--- config.mk ---
export PLATFORM = sky130hd
export DESIGN_NAME = bht_branch_predictor
export DESIGN_NICKNAME = d
export VERILOG_FILES = /design/src/rtl/bht_branch_predictor.sv
export SDC_FILE = /design/constraint.sdc
export NUM_CORES = 1
export LEC_CHECK = 0
export CAP_MARGIN = 40
export CORE_MARGIN = 4
export CORE_UTILIZATION = 35
export DETAILED_ROUTE_END_ITERATION = 8
export SKIP_CTS_REPAIR_TIMING = 1
export SLEW_MARGIN = 20
export SYNTH_ARGS = -nofsm -noshare
export SYNTH_HDL_FRONTEND = slang
export SYNTH_SLANG_ARGS = --single-unit
--- constraint.sdc ---
create_clock -name clk -period 3.6 [get_ports clk]
set_input_delay 0.36 -clock clk [delete_from_list [all_inputs] [get_ports clk]]
set_output_delay 0.36 -clock clk [all_outputs]
set_load 0.05 [all_outputs]
--- src/rtl/bht_branch_predictor.sv ---
// Next-PC predictor for IF: direct-mapped 2-bit counter table trained from EX, JAL always taken.
// Optional macro BHT_BYPASS_EN forwards a same-cycle counter update into the prediction.
module bht_branch_predictor #(
  parameter int         XLEN      = 32,
  parameter int         BHT_DEPTH = 64,
  parameter logic [1:0] CNT_INIT  = 2'b01,
  parameter int         PERF_W    = 16
) (
  input  logic              clk,
  input  logic              reset,
  input  logic [XLEN-1:0]   if_pc,
  input  logic [31:0]       if_instr,
  output logic [XLEN-1:0]   pre_pc,
  output logic              pre_taken,
  input  logic              upd_valid,
  input  logic [XLEN-1:0]   upd_pc,
  input  logic              upd_taken,
  input  logic              upd_mispredict,
  output logic [PERF_W-1:0] perf_mispred
);
  localparam int              IDX_W    = $clog2(BHT_DEPTH);
  localparam logic [6:0]      OP_BXX   = 7'b1100011;
  localparam logic [6:0]      OP_JAL   = 7'b1101111;
  localparam logic [XLEN-1:0] PC_STEP  = XLEN'(4);
  localparam logic [PERF_W-1:0] PERF_ONE = PERF_W'(1);

  function automatic logic [1:0] cnt_train(input logic [1:0] c, input logic taken);
    if (taken) return (c == 2'b11) ? c : c + 2'd1;
    else       return (c == 2'b00) ? c : c - 2'd1;
  endfunction

  function automatic logic [PERF_W-1:0] perf_sat_inc(input logic [PERF_W-1:0] v);
    return (&v) ? v : v + PERF_ONE;
  endfunction

  logic [1:0]             cnt [BHT_DEPTH];
  logic [IDX_W-1:0]       fetch_idx;
  logic [IDX_W-1:0]       upd_idx;
  logic [1:0]             upd_cnt_nxt;
  logic [1:0]             rd_cnt;
  logic                   is_bxx;
  logic                   is_jal;
  logic signed [XLEN-1:0] bimm;
  logic signed [XLEN-1:0] jimm;
  logic                   unused_upd_pc_bits;

  assign fetch_idx   = if_pc[IDX_W+1:2];
  assign upd_idx     = upd_pc[IDX_W+1:2];
  assign upd_cnt_nxt = cnt_train(cnt[upd_idx], upd_taken);
  // Only the index bits of the update PC matter; there are no tags.
  assign unused_upd_pc_bits = ^{upd_pc[XLEN-1:IDX_W+2], upd_pc[1:0]};

`ifdef BHT_BYPASS_EN
  assign rd_cnt = (upd_valid && !reset && (upd_idx == fetch_idx)) ? upd_cnt_nxt : cnt[fetch_idx];
`else
  assign rd_cnt = cnt[fetch_idx];
`endif

  assign is_bxx = (if_instr[6:0] == OP_BXX);
  assign is_jal = (if_instr[6:0] == OP_JAL);
  assign bimm   = {{(XLEN-13){if_instr[31]}}, if_instr[31], if_instr[7],
                   if_instr[30:25], if_instr[11:8], 1'b0};
  assign jimm   = {{(XLEN-21){if_instr[31]}}, if_instr[31], if_instr[19:12],
                   if_instr[20], if_instr[30:21], 1'b0};

  // Prediction: combinational from the stored table
  always_comb begin
    pre_taken = 1'b0;
    pre_pc    = if_pc + PC_STEP;
    if (is_jal) begin
      pre_taken = 1'b1;
      pre_pc    = if_pc + $unsigned(jimm);
    end else if (is_bxx && rd_cnt[1]) begin
      pre_taken = 1'b1;
      pre_pc    = if_pc + $unsigned(bimm);
    end
  end

  // Training and performance counting: registered on the rising edge
  always_ff @(posedge clk) begin
    if (reset) begin
      for (int i = 0; i < BHT_DEPTH; i++) cnt[i] <= CNT_INIT;
      perf_mispred <= '0;
    end else if (upd_valid) begin
      cnt[upd_idx] <= upd_cnt_nxt;
      if (upd_mispredict) perf_mispred <= perf_sat_inc(perf_mispred);
    end
  end
endmodule
# Word-level counts from Yosys, hierarchy flattened

Memory sizes are Yosys's and may differ from the RTL's.
Cells that the tools add are included.
W data, S select, Z words.

Input bits: 101
Memory bits (writable): 128
Register bits after elaboration: 16
Output and inout bits: 49
Word-level logic and storage cells: 32
Memories kept: 1

Memory list:

| name | words | bits a word | read ports | clocked after memory_dff | write ports | RTL line | source |
|---|---|---|---|---|---|---|---|
| cnt  | 64    | 2           | 2          | 0                        | 64          | 36       | `logic [1:0] cnt [BHT_DEPTH];` |

Bitwise gates (word level): 1
Reductions and logical operators: 5
Add/subtract/negate cells: 6
Equal/unequal tests: 3
Muxes and demuxes: 15

Operator list:

| kind                    | number |
|---|---|
| $add A32 B32 Y32        | 2 |
| $mux W32                | 2 |
| $add A32 B3 Y32 const B | 1 |
| $add A16 B1 Y16 const B | 1 |
| $reduce_and A16 Y1      | 1 |
| $eq A7 B7 Y1 const B    | 2 |
| $mux W1                 | 8 |
| $mux W2                 | 4 |
| $mux W6                 | 1 |
| $reduce_and A3 Y1       | 1 |
| $add A2 B1 Y2 const B   | 1 |
| $eq A2 B2 Y1 const B    | 1 |
| $logic_not A2 Y1        | 1 |
| $reduce_or A2 Y1        | 1 |
| $sub A2 B1 Y2 const B   | 1 |
| $logic_and A1 B1 Y1     | 1 |
| $not A1 Y1              | 1 |

# Logic depth before layout (Yosys ltp)

Gate-level depths: netlist of the first run.

Depth in word-level cells: 5
Gate-level depth with buffers: 14
Mapped depth without buffers: 11

# Least setup slack after synthesis of the first run

OpenSTA, ideal clock, no wires.

Path kind: input -> output
Start: input port if_pc[2]
End: output port pre_pc[23]
Data required time: 3.240 ns
Path buffers: 2
Path slack: -0.603 ns
Cell stages on the path: 12
Arrival time: 3.843 ns
Cell sequence: clkbuf_1 > buf_2 > inv_1 > fa_1 > nand2b_1 > a211oi_1 > o2111ai_1 > a21oi_1 > o31a_1 > o22a_1 > nor3_1 > a221oi_1

Longest elaborated chain between the ends: 4
Elaborated cells on any way between the ends: 7
Those cells by class: add/sub (3); mux (2); reduce/logical (1); memory (1)

Ends and longest elaborated chain:

| what                                                    | RTL line | source |
|---|---|---|
| from (decl)                                             | 11       | `input logic [XLEN-1:0] if_pc,` |
| branches (longest 3 deep; another with $add A32 B3 Y32) | n/a      |  |
| $mux W32 *                                              | 70       | `if (is_jal) begin` |
| to (decl)                                               | 13       | `output logic [XLEN-1:0] pre_pc,` |

Mark *: on every way between the ends.

# Worst setup path after layout of the first run

Start: input port if_pc[11]
End: output port pre_pc[27]

Longest elaborated chain between the ends: 3
Elaborated cells on any way between the ends: 5
Those cells by class: add/sub (3); mux (2)

Ends and longest elaborated chain:

| what                                                | RTL line | source |
|---|---|---|
| $add A32 B3 Y32 or $add A32 B32 Y32 (tied branches) | 69, 75   |  |
| $mux W32                                            | 73       | `end else if (is_bxx && rd_cnt[1]) begin` |
| $mux W32 *                                          | 70       |  |

Mark *: on every way between the ends. The rest lies on a longest branch, timed or not.

==> results of run 1 <==
==> layout make-up <==
cell class	instances	area, um^2
Clock buffer	23	512
Clock inverter	9	66.3
Sequential cell	144	4160
Fill cell	3051	16800
Multi-Input combinational cell	1023	7180
Inverter	22	82.6
Tap cell	442	553
Timing Repair Buffer	321	3180
==> synth_stat cells, types with 6 or more instances <==
cell	count	area (um^2)
sky130_fd_sc_hd__and2_1	11	68.8
sky130_fd_sc_hd__o21a_1	6	45.0
sky130_fd_sc_hd__and4_1	6	52.6
sky130_fd_sc_hd__mux4_2	27	608
sky130_fd_sc_hd__inv_1	21	78.8
sky130_fd_sc_hd__a31oi_1	21	131
sky130_fd_sc_hd__nand4_1	17	106
sky130_fd_sc_hd__a21oi_1	64	320
sky130_fd_sc_hd__buf_2	16	80.1
sky130_fd_sc_hd__nand2_1	144	541
sky130_fd_sc_hd__o22ai_1	15	93.8
sky130_fd_sc_hd__nor2b_1	13	81.3
sky130_fd_sc_hd__clkbuf_1	44	165
sky130_fd_sc_hd__edfxtp_1	128	3840
sky130_fd_sc_hd__a221oi_1	16	140
sky130_fd_sc_hd__o21ai_0	38	190
sky130_fd_sc_hd__xnor2_1	30	263
sky130_fd_sc_hd__a21o_1	31	233
sky130_fd_sc_hd__or2_2	34	213
sky130_fd_sc_hd__mux2_2	8	90.1
sky130_fd_sc_hd__nand2b_1	36	225
sky130_fd_sc_hd__buf_4	14	105
sky130_fd_sc_hd__buf_6	11	124
sky130_fd_sc_hd__xor2_1	38	333
sky130_fd_sc_hd__mux2i_1	30	300
sky130_fd_sc_hd__ha_1	45	563
sky130_fd_sc_hd__and3_1	16	100
sky130_fd_sc_hd__nand3_1	70	350
sky130_fd_sc_hd__dfxtp_1	16	320
sky130_fd_sc_hd__a211oi_1	9	67.6
sky130_fd_sc_hd__a22oi_1	15	113
sky130_fd_sc_hd__nand3b_1	6	45.0
sky130_fd_sc_hd__nor2_1	141	529
sky130_fd_sc_hd__nor3_1	56	280
==> kinds of logic after synthesis <==
group                    after synthesis  share of synthesized area
multiplexers                          65                     0.0866
flip-flops                           144                      0.361
XOR/XNOR                              68                     0.0516
AND/OR/NAND/NOR                      567                      0.238
AO/OA/AOI/OAI                        274                      0.159
buffers and inverters                110                     0.0493
adder cells (fa/ha/maj)               49                     0.0541
==> sequential cells by signal, summed over array words and instances (netlist names) <==
name / count
perf_mispred: 16
cnt: 128
==> worst max-delay path: stages <==
cell and delay, ns:
sky130_fd_sc_hd__clkdlybuf4s50_1 0.47, sky130_fd_sc_hd__ha_1 0.35, sky130_fd_sc_hd__buf_4 0.17, sky130_fd_sc_hd__nand3_1 0.11, sky130_fd_sc_hd__a21bo_2 0.24, sky130_fd_sc_hd__and3_1 0.17, sky130_fd_sc_hd__a21oi_2 0.19, sky130_fd_sc_hd__o31a_1 0.38
sky130_fd_sc_hd__a21oi_2 0.11, sky130_fd_sc_hd__xnor2_1 0.13, sky130_fd_sc_hd__a211o_1 0.34, sky130_fd_sc_hd__buf_12 0.17
==> per-layer routing <==
| layer | track usage | share of wire | vias to the layer above |
|---|---|---|---|
| met3 | 0.0348 | 0.068 | 67 |
| met5 | 0 | 0 | - |
| met2 | 0.339 | 0.48 | 429 |
| li1 | - | - | 5231 |
| met1 | 0.271 | 0.43 | 5266 |
| met4 | 0.0634 | 0.026 | 0 |
==> worst min path at each step <==
stage,startpoint,end,cells past startpoint
floorplan,upd_valid,perf_mispred[0],4
global placement,perf_mispred[10],perf_mispred[10],2
detailed placement,perf_mispred[10],perf_mispred[10],2
CTS,reset,cnt[57][1],2
global route,reset,cnt[48][0],2
finish,perf_mispred[10],perf_mispred[10],2
==> metrics by stage <==
step	setup WS [ns]	total power, mW
floorplan	-0.114	2.75
global placement	-0.343	3.36
detailed placement	-0.396	3.38
CTS	-0.407	5.08
global route	-0.0527	5.35
finish	0.0491	5.16
==> cells in the final DEF (no fill, tap or decap), types with 27 or more instances in the layout <==
master and n:
sky130_fd_sc_hd__nand2b_1 34, sky130_fd_sc_hd__mux2i_1 30, sky130_fd_sc_hd__a21oi_1 57, sky130_fd_sc_hd__or2_2 33, sky130_fd_sc_hd__edfxtp_1 128, sky130_fd_sc_hd__xor2_1 38, sky130_fd_sc_hd__ha_1 36, sky130_fd_sc_hd__a21o_1 31
sky130_fd_sc_hd__nand3_1 70, sky130_fd_sc_hd__buf_12 38, sky130_fd_sc_hd__mux4_2 27, sky130_fd_sc_hd__xnor2_1 30, sky130_fd_sc_hd__nand2_1 144, sky130_fd_sc_hd__buf_4 187, sky130_fd_sc_hd__nor3_1 49, sky130_fd_sc_hd__o21ai_0 28
sky130_fd_sc_hd__clkdlybuf4s50_1 66, sky130_fd_sc_hd__nor2_1 140
==> power by group <==
group,switching (mW),internal (mW),total (mW)
clock network,0.714,1.01,1.73
logic,0.854,0.711,1.56
registers,0.0205,1.84,1.86
total,1.59,3.57,5.16
==> summary by stage, run 1 <==
Logic synthesis
The register area share after synthesis is 0.361. The net count of the mapped netlist is 1425. For this run, the leading register cell type out of synthesis is sky130_fd_sc_hd__edfxtp_1. Synthesis inferred around 140 register bits. The number of distinct library cells after synthesis is 71. The count of flip-flops with a built-in enable after synthesis is between 100 and 150. The cell count after synthesis came out at approximately 1300. The mean area per synthesized cell is 9.03 um^2. The cell area that synthesis handed to floorplanning was about 12000 um^2.

The async set-reset flop share out of synthesis is 0. Yosys printed 0 warnings.

CTS
The clock drives 144 sinks. The number of levels in the clock H-tree is 4. The tree is rooted in a sky130_fd_sc_hd__clkbuf_16.

After clock tree synthesis, the clock-pin slew on the worst setup and hold paths is 0.06 ns. In this run, CTS created clock tree buffers numbering 17. The clock tree from TritonCTS is yes. The buffer levels on the longest clock path is 2. The later pin in the worst-skew pair is clocked with a latency of between 0.4 and 0.5 ns.

Floorplan
For this configuration, the core starts out at a cell density of 0.354. In this run the vertical extent of the chip is about 190 um. The count of boundary I/O pins is 150.

The placeable core area is 32500 um^2. The row count is 66. The die area is ~36000 um^2.

The width of the die is 190 um.

Timing
The worst slew margin relative to its limit is 0.518. Adding up every negative setup slack in the final design gives 0 ns. The transition time at the pin with the least slew margin is 0.721 ns. The hold violation total from the final report is 0. The post-route clock skew is between 0.02 and 0.025 ns. The tightest hold path in the finished design has a slack of 0.543 ns. For this run, the top clock speed supported by timing is between 200 and 300 MHz.

In the finished design, the share of the clock period the worst path needs comes to 0.986. The final-report max-slew violation count is 0. The final-report setup violation count is 0. The minimum clock period after layout is 3.55 ns.

Worst setup path
STA classifies the critical path endpoint as an output port. The largest fanout of any net on the critical path is 6. Measured in cells, the most critical reg-to-reg path has a length of 8. The slack of the worst reg-to-reg path is between 0.7 and 0.8 ns. The worst register-to-register path ends at cnt[7][0]. The most critical setup path has its endpoint at pre_pc[27].

At the worst endpoint, the required time is 3.24 ns. In this run the worst setup path begins at if_pc[11]. The start of the worst register-to-register path is cnt[4][1].

The worst setup path is launched from a primary input. For the worst setup path, the data arrival time is 3.19 ns. The critical path is of the in2out type.

Global route
The first global-routing pass estimated about 60000 um of wire. The number of antenna violations at the first check in global routing is 0. The leftover overflow at the end of global routing is 0. The number of global-route vias before repair came to 10900. Entering global routing, the biggest net connects 68 pins.

The total routing usage reported by global routing is 0.203.

Routing
After detailed routing, the number of remaining DRC violations is 0. Detailed routing inserted a total of about 11000 vias. The number of routed nets with antenna violations is 0. After detailed routing, the average wire length per cell comes to 19.0 um.

The first detailed-routing pass took 5 iterations. After the first detailed-routing iteration, the DRC count stood at 938. Wires add up to 37700 um. The mean number of vias per cell is ~5.5.

Final layout
The area growth from synthesis to layout is 36.5%. The number of diodes is 0. The final-stage net count is 1677. The end-of-flow core utilization is 0.484. The final design instance area without fill is 15700 um^2. In the final layout, the share of cells above drive strength 1 is 0.260. The final non-filler cell total is 1984.

Place
The cell area after placement is roughly 15000 um^2. Input and output buffers added on the ports amount to 121. The congestion estimate from routability-driven global placement came to 0.938.

The number of placed instances, taps included is between 1500 and 2000. After legalization and detailed placement, the total HPWL measured 28700 um.

Run
The tool flagged a number of max-cap violations equal to 0.

Power and ir drop
IR analysis of the VDD net gives a maximum drop of 0.309 mV. For this design the static power due to leakage is between 6 and 7 nW. The total power divided by cell area is 328 nW/um^2.

Hold path
In this run the worst hold path is classified as reg2reg.

Outcome
The run finished with clean final reports.
Power figures use the tool's default switching activity.
==> run 2, diff against run 1 <==
--- a/config.mk
+++ b/config.mk
@@ -8,7 +8,9 @@
 export CAP_MARGIN = 40
 export CORE_MARGIN = 4
 export CORE_UTILIZATION = 35
+export CTS_BUF_LIST = sky130_fd_sc_hd__clkbuf_4
 export DETAILED_ROUTE_END_ITERATION = 8
+export PLACE_DENSITY = 0.52
 export SKIP_CTS_REPAIR_TIMING = 1
 export SLEW_MARGIN = 20
 export SYNTH_ARGS = -nofsm -noshare
==> run 2 against run 1 <==
  * The flow now finishes with violations (setup timing)
  * Sequential share of layout area up 0.15 points
  * Non-clock buffer count up 1
  * Fmax down 4.2%
  * Critical path type is now reg2out
  * Highest routed layer unchanged
==> summary by stage, run 2 (synthesized netlist as in run 1, its figures left out) <==
Floorplan
The starting utilization of the core area is 0.354 (unchanged). The placeable core area is 32500 um^2 (unchanged). The count of boundary I/O pins was 150 (unchanged).

The width of the die is 190 um (unchanged). The row count is 66 (unchanged). The die area is 35900 um^2 (unchanged). The die height is 190 um (unchanged).

Timing
Setup repair after global routing could not meet its margin everywhere. The top achievable clock speed is 270 MHz (was 282 MHz). The worst-case setup margin in the final layout is -0.107 ns (was 0.0491 ns). The final-report setup violation count is 14 (was 0). The final critical-path share of the clock period is 1.03 (was 0.986). The hold violation total from the final report is 0 (unchanged). The minimum clock period after layout is 3.71 ns (was 3.55 ns). The transition time at the pin with the least slew margin is 0.669 ns (was 0.721 ns). The tightest hold margin is 0.559 ns (was 0.543 ns). The final-report max-slew violation count was 0 (unchanged).

The worst slew margin relative to its limit came to 0.552 (was 0.518). The final setup TNS is -0.595 ns (was 0 ns). The post-route clock skew was 0.0240 ns (was 0.0219 ns).

Routing
The routed wire length is 38700 um (was 37700 um). The residual DRC count is 0 (unchanged). The number of routed nets with antenna violations was 0 (unchanged).

The initial DRC count came to 858 (was 938). The mean number of vias per cell is 5.55 (was 5.54). The routed length per instance is 19.5 um (was 19.0 um). The detailed-route via count is 11000 (about the same). The first-pass iteration count of the detailed router is 5 (unchanged).

Final layout
Regs by FF count: cnt x128, perf_mispred x16 (unchanged). The final non-filler cell total came to 1986 (was 1984). The end-of-flow core utilization came to 0.481 (was 0.484).

The most common cell after layout, fill and taps aside is sky130_fd_sc_hd__buf_4 (unchanged). Most used cells in the layout excluding fill and tap cells: 181 x sky130_fd_sc_hd__buf_4, 143 x sky130_fd_sc_hd__nand2_1, 137 x sky130_fd_sc_hd__nor2_1 (was 187 x sky130_fd_sc_hd__buf_4, 144 x sky130_fd_sc_hd__nand2_1, 140 x sky130_fd_sc_hd__nor2_1). The area growth from synthesis to layout was 35.7% (was 36.5%).

The number of inserted filler cells in the final layout is 3209 (was 3051). The final-stage net count is 1678 (was 1677). The share of layout cells above drive strength 1 was 0.281 (was 0.260).

The number of flip-flops under the largest register name is 128 (unchanged). The final design instance area without fill is 15700 um^2 (about the same). The top register by number of flip-flops is cnt (unchanged).

CTS
The count of clock tree sinks was 144 (unchanged). The clock-pin slew of the registers on the worst-case setup and hold paths is 0.13 ns (was 0.06 ns). The buffer levels on the longest clock path is 2 (unchanged). The number of levels in the clock H-tree is 4 (unchanged). The root cell of the clock tree is sky130_fd_sc_hd__clkbuf_4 (was sky130_fd_sc_hd__clkbuf_16). The clock latency at the later pin of the worst-skew pair was 0.57 ns (was 0.43 ns). The clock tree from TritonCTS is yes (unchanged). The number of buffers inserted during clock tree synthesis came to 17 (unchanged).

Worst setup path
The kind of end point of the critical path is an output port (unchanged). The largest fanout of any net on the critical path was 6 (unchanged). The cell with the largest stage delay on the worst path is sky130_fd_sc_hd__mux4_2 (was sky130_fd_sc_hd__clkdlybuf4s50_1). The cell repeated most along the worst path was sky130_fd_sc_hd__buf_12 (was sky130_fd_sc_hd__a21oi_2). The data required time at the worst endpoint is 3.24 ns (about the same). The worst setup path category is reg2out (was in2out). The arrival time of the worst setup path came to 3.35 ns (was 3.19 ns).

The slack of the worst reg-to-reg path is 0.77 ns (was 0.75 ns). The highest cell delay on the worst timing path is 0.54 ns (was 0.47 ns). The startpoint type of the worst setup path is a flop (was primary input). Ordered cell list for the critical path: mux4_2, a32o_2, a31oi_2, a21oi_2, or2_4, buf_12, buf_12, buf_8, buf_6, a211oi_2, a21oi_2, buf_12 (was clkdlybuf4s50_1, ha_1, buf_4, nand3_1, a21bo_2, and3_1, a21oi_2, o31a_1, a21oi_2, xnor2_1, a211o_1, buf_12).

Place
The number of placed instances, taps included is 1932 (was 1944). The post-place setup slack is -0.438 ns (was -0.396 ns). The cell area after placement is 14600 um^2 (was 14700 um^2). The count of port buffers added during placement is 121 (unchanged).

The half-perimeter wire length of the detailed placement result is 28500 um (was 28700 um). The last weighted congestion value of the routability-driven placer is 0.908 (was 0.938).

Run
The count of maximum capacitance violations is 0 (unchanged).

Power and ir drop
The sequential share of power is 0.406 (was 0.362). The post-layout total power was 4.58 mW (was 5.16 mW). The combinational share of power is 0.340 (was 0.304). The clock share of power is 0.254 (was 0.335).

The worst vdd rail ir drop is 0.299 mV (was 0.309 mV). The internal power component was 3.09 mW (was 3.57 mW). The total power divided by cell area is 293 nW/um^2 (was 328 nW/um^2). The leakage power is 5.90 nW (was 6.01 nW). The net switching share of the total power is 0.325 (was 0.308). The net switching component of the power is 1.49 mW (was 1.59 mW).

Hold path
The classification of the worst-slack hold path was in2reg (was reg2reg).

Global route
The number of global-route vias before repair came to 10600 (was 10900). The leftover overflow at the end of global routing is 0 (unchanged). The total routing usage reported by global routing came to 0.206 (was 0.203).

The pin count of the biggest net entering global routing is 49 (was 68). The global-route wire length before repair is 59100 um (was 58600 um). The number of antenna violations at the first check in global routing is 1 (was 0).

Outcome
The checks that failed: setup timing. Status: finished, violations left (was completed).
[run 2: changes by cell type in the layout (fill, tap and decap cells not counted), moves of 5 or more]
cell and delta:
sky130_fd_sc_hd__a21oi_2 +10, sky130_fd_sc_hd__o22ai_1 -5, sky130_fd_sc_hd__buf_4 -6, sky130_fd_sc_hd__clkbuf_4 +19
sky130_fd_sc_hd__a31oi_1 -5, sky130_fd_sc_hd__o22ai_2 +5, sky130_fd_sc_hd__a21oi_1 -11, sky130_fd_sc_hd__ha_4 -5
sky130_fd_sc_hd__clkdlybuf4s50_1 +13, sky130_fd_sc_hd__clkbuf_16 -17, sky130_fd_sc_hd__dlymetal6s2s_1 -13, sky130_fd_sc_hd__a31oi_2 +5
[run 2: final cells by class]
type                    instances  area [um^2]  share of cell area
multi-input cells            1023         7310               0.467
inverters                      22         90.1             0.00576
clock inverters                13          169              0.0108
repair buffers                322         3220               0.206
diodes                          1         2.50            0.000160
clock buffers                  19          143             0.00911
well taps                     442          553              0.0353
flip-flops and latches        144         4160               0.266
[run 2: per-layer routing]
layer	wire length, um	share of wire	vias to the layer above	track usage
met1	17200	0.44	5335	0.280
met2	18500	0.48	393	0.342
met3	2160	0.056	64	0.0321
met5	0	0	-	0
li1	-	-	5236	-
met4	887	0.023	0	0.0601
[run 2: worst max-delay path, delay by kind of cell (launching register included)]
kind            cells  cell delay (ns)
compound gates      5             0.84
simple gates        1             0.27
mux                 1             0.54
flops               1             0.46
buf+inv             5             0.67
[run 2: power by group through the flow]
stage	Combinational (mW)	Clock (mW)	Sequential, mW
3_3_place_gp	1.45	0	1.90
4_1_cts	1.47	1.18	1.86
5_1_grt	1.67	1.26	1.86
3_5_place_dp	1.46	0	1.90
6_report	1.56	1.16	1.86
2_1_floorplan	0.852	0	1.89
[run 2: final timing paths]
path                                       start               end  cells after the start
worst max-delay path                  cnt[45][1]        pre_pc[14]                     12
worst min-delay path                       reset        cnt[38][0]                      2
worst max register to register        cnt[21][1]         cnt[6][1]                      8
worst min register to register  perf_mispred[10]  perf_mispred[10]                      2
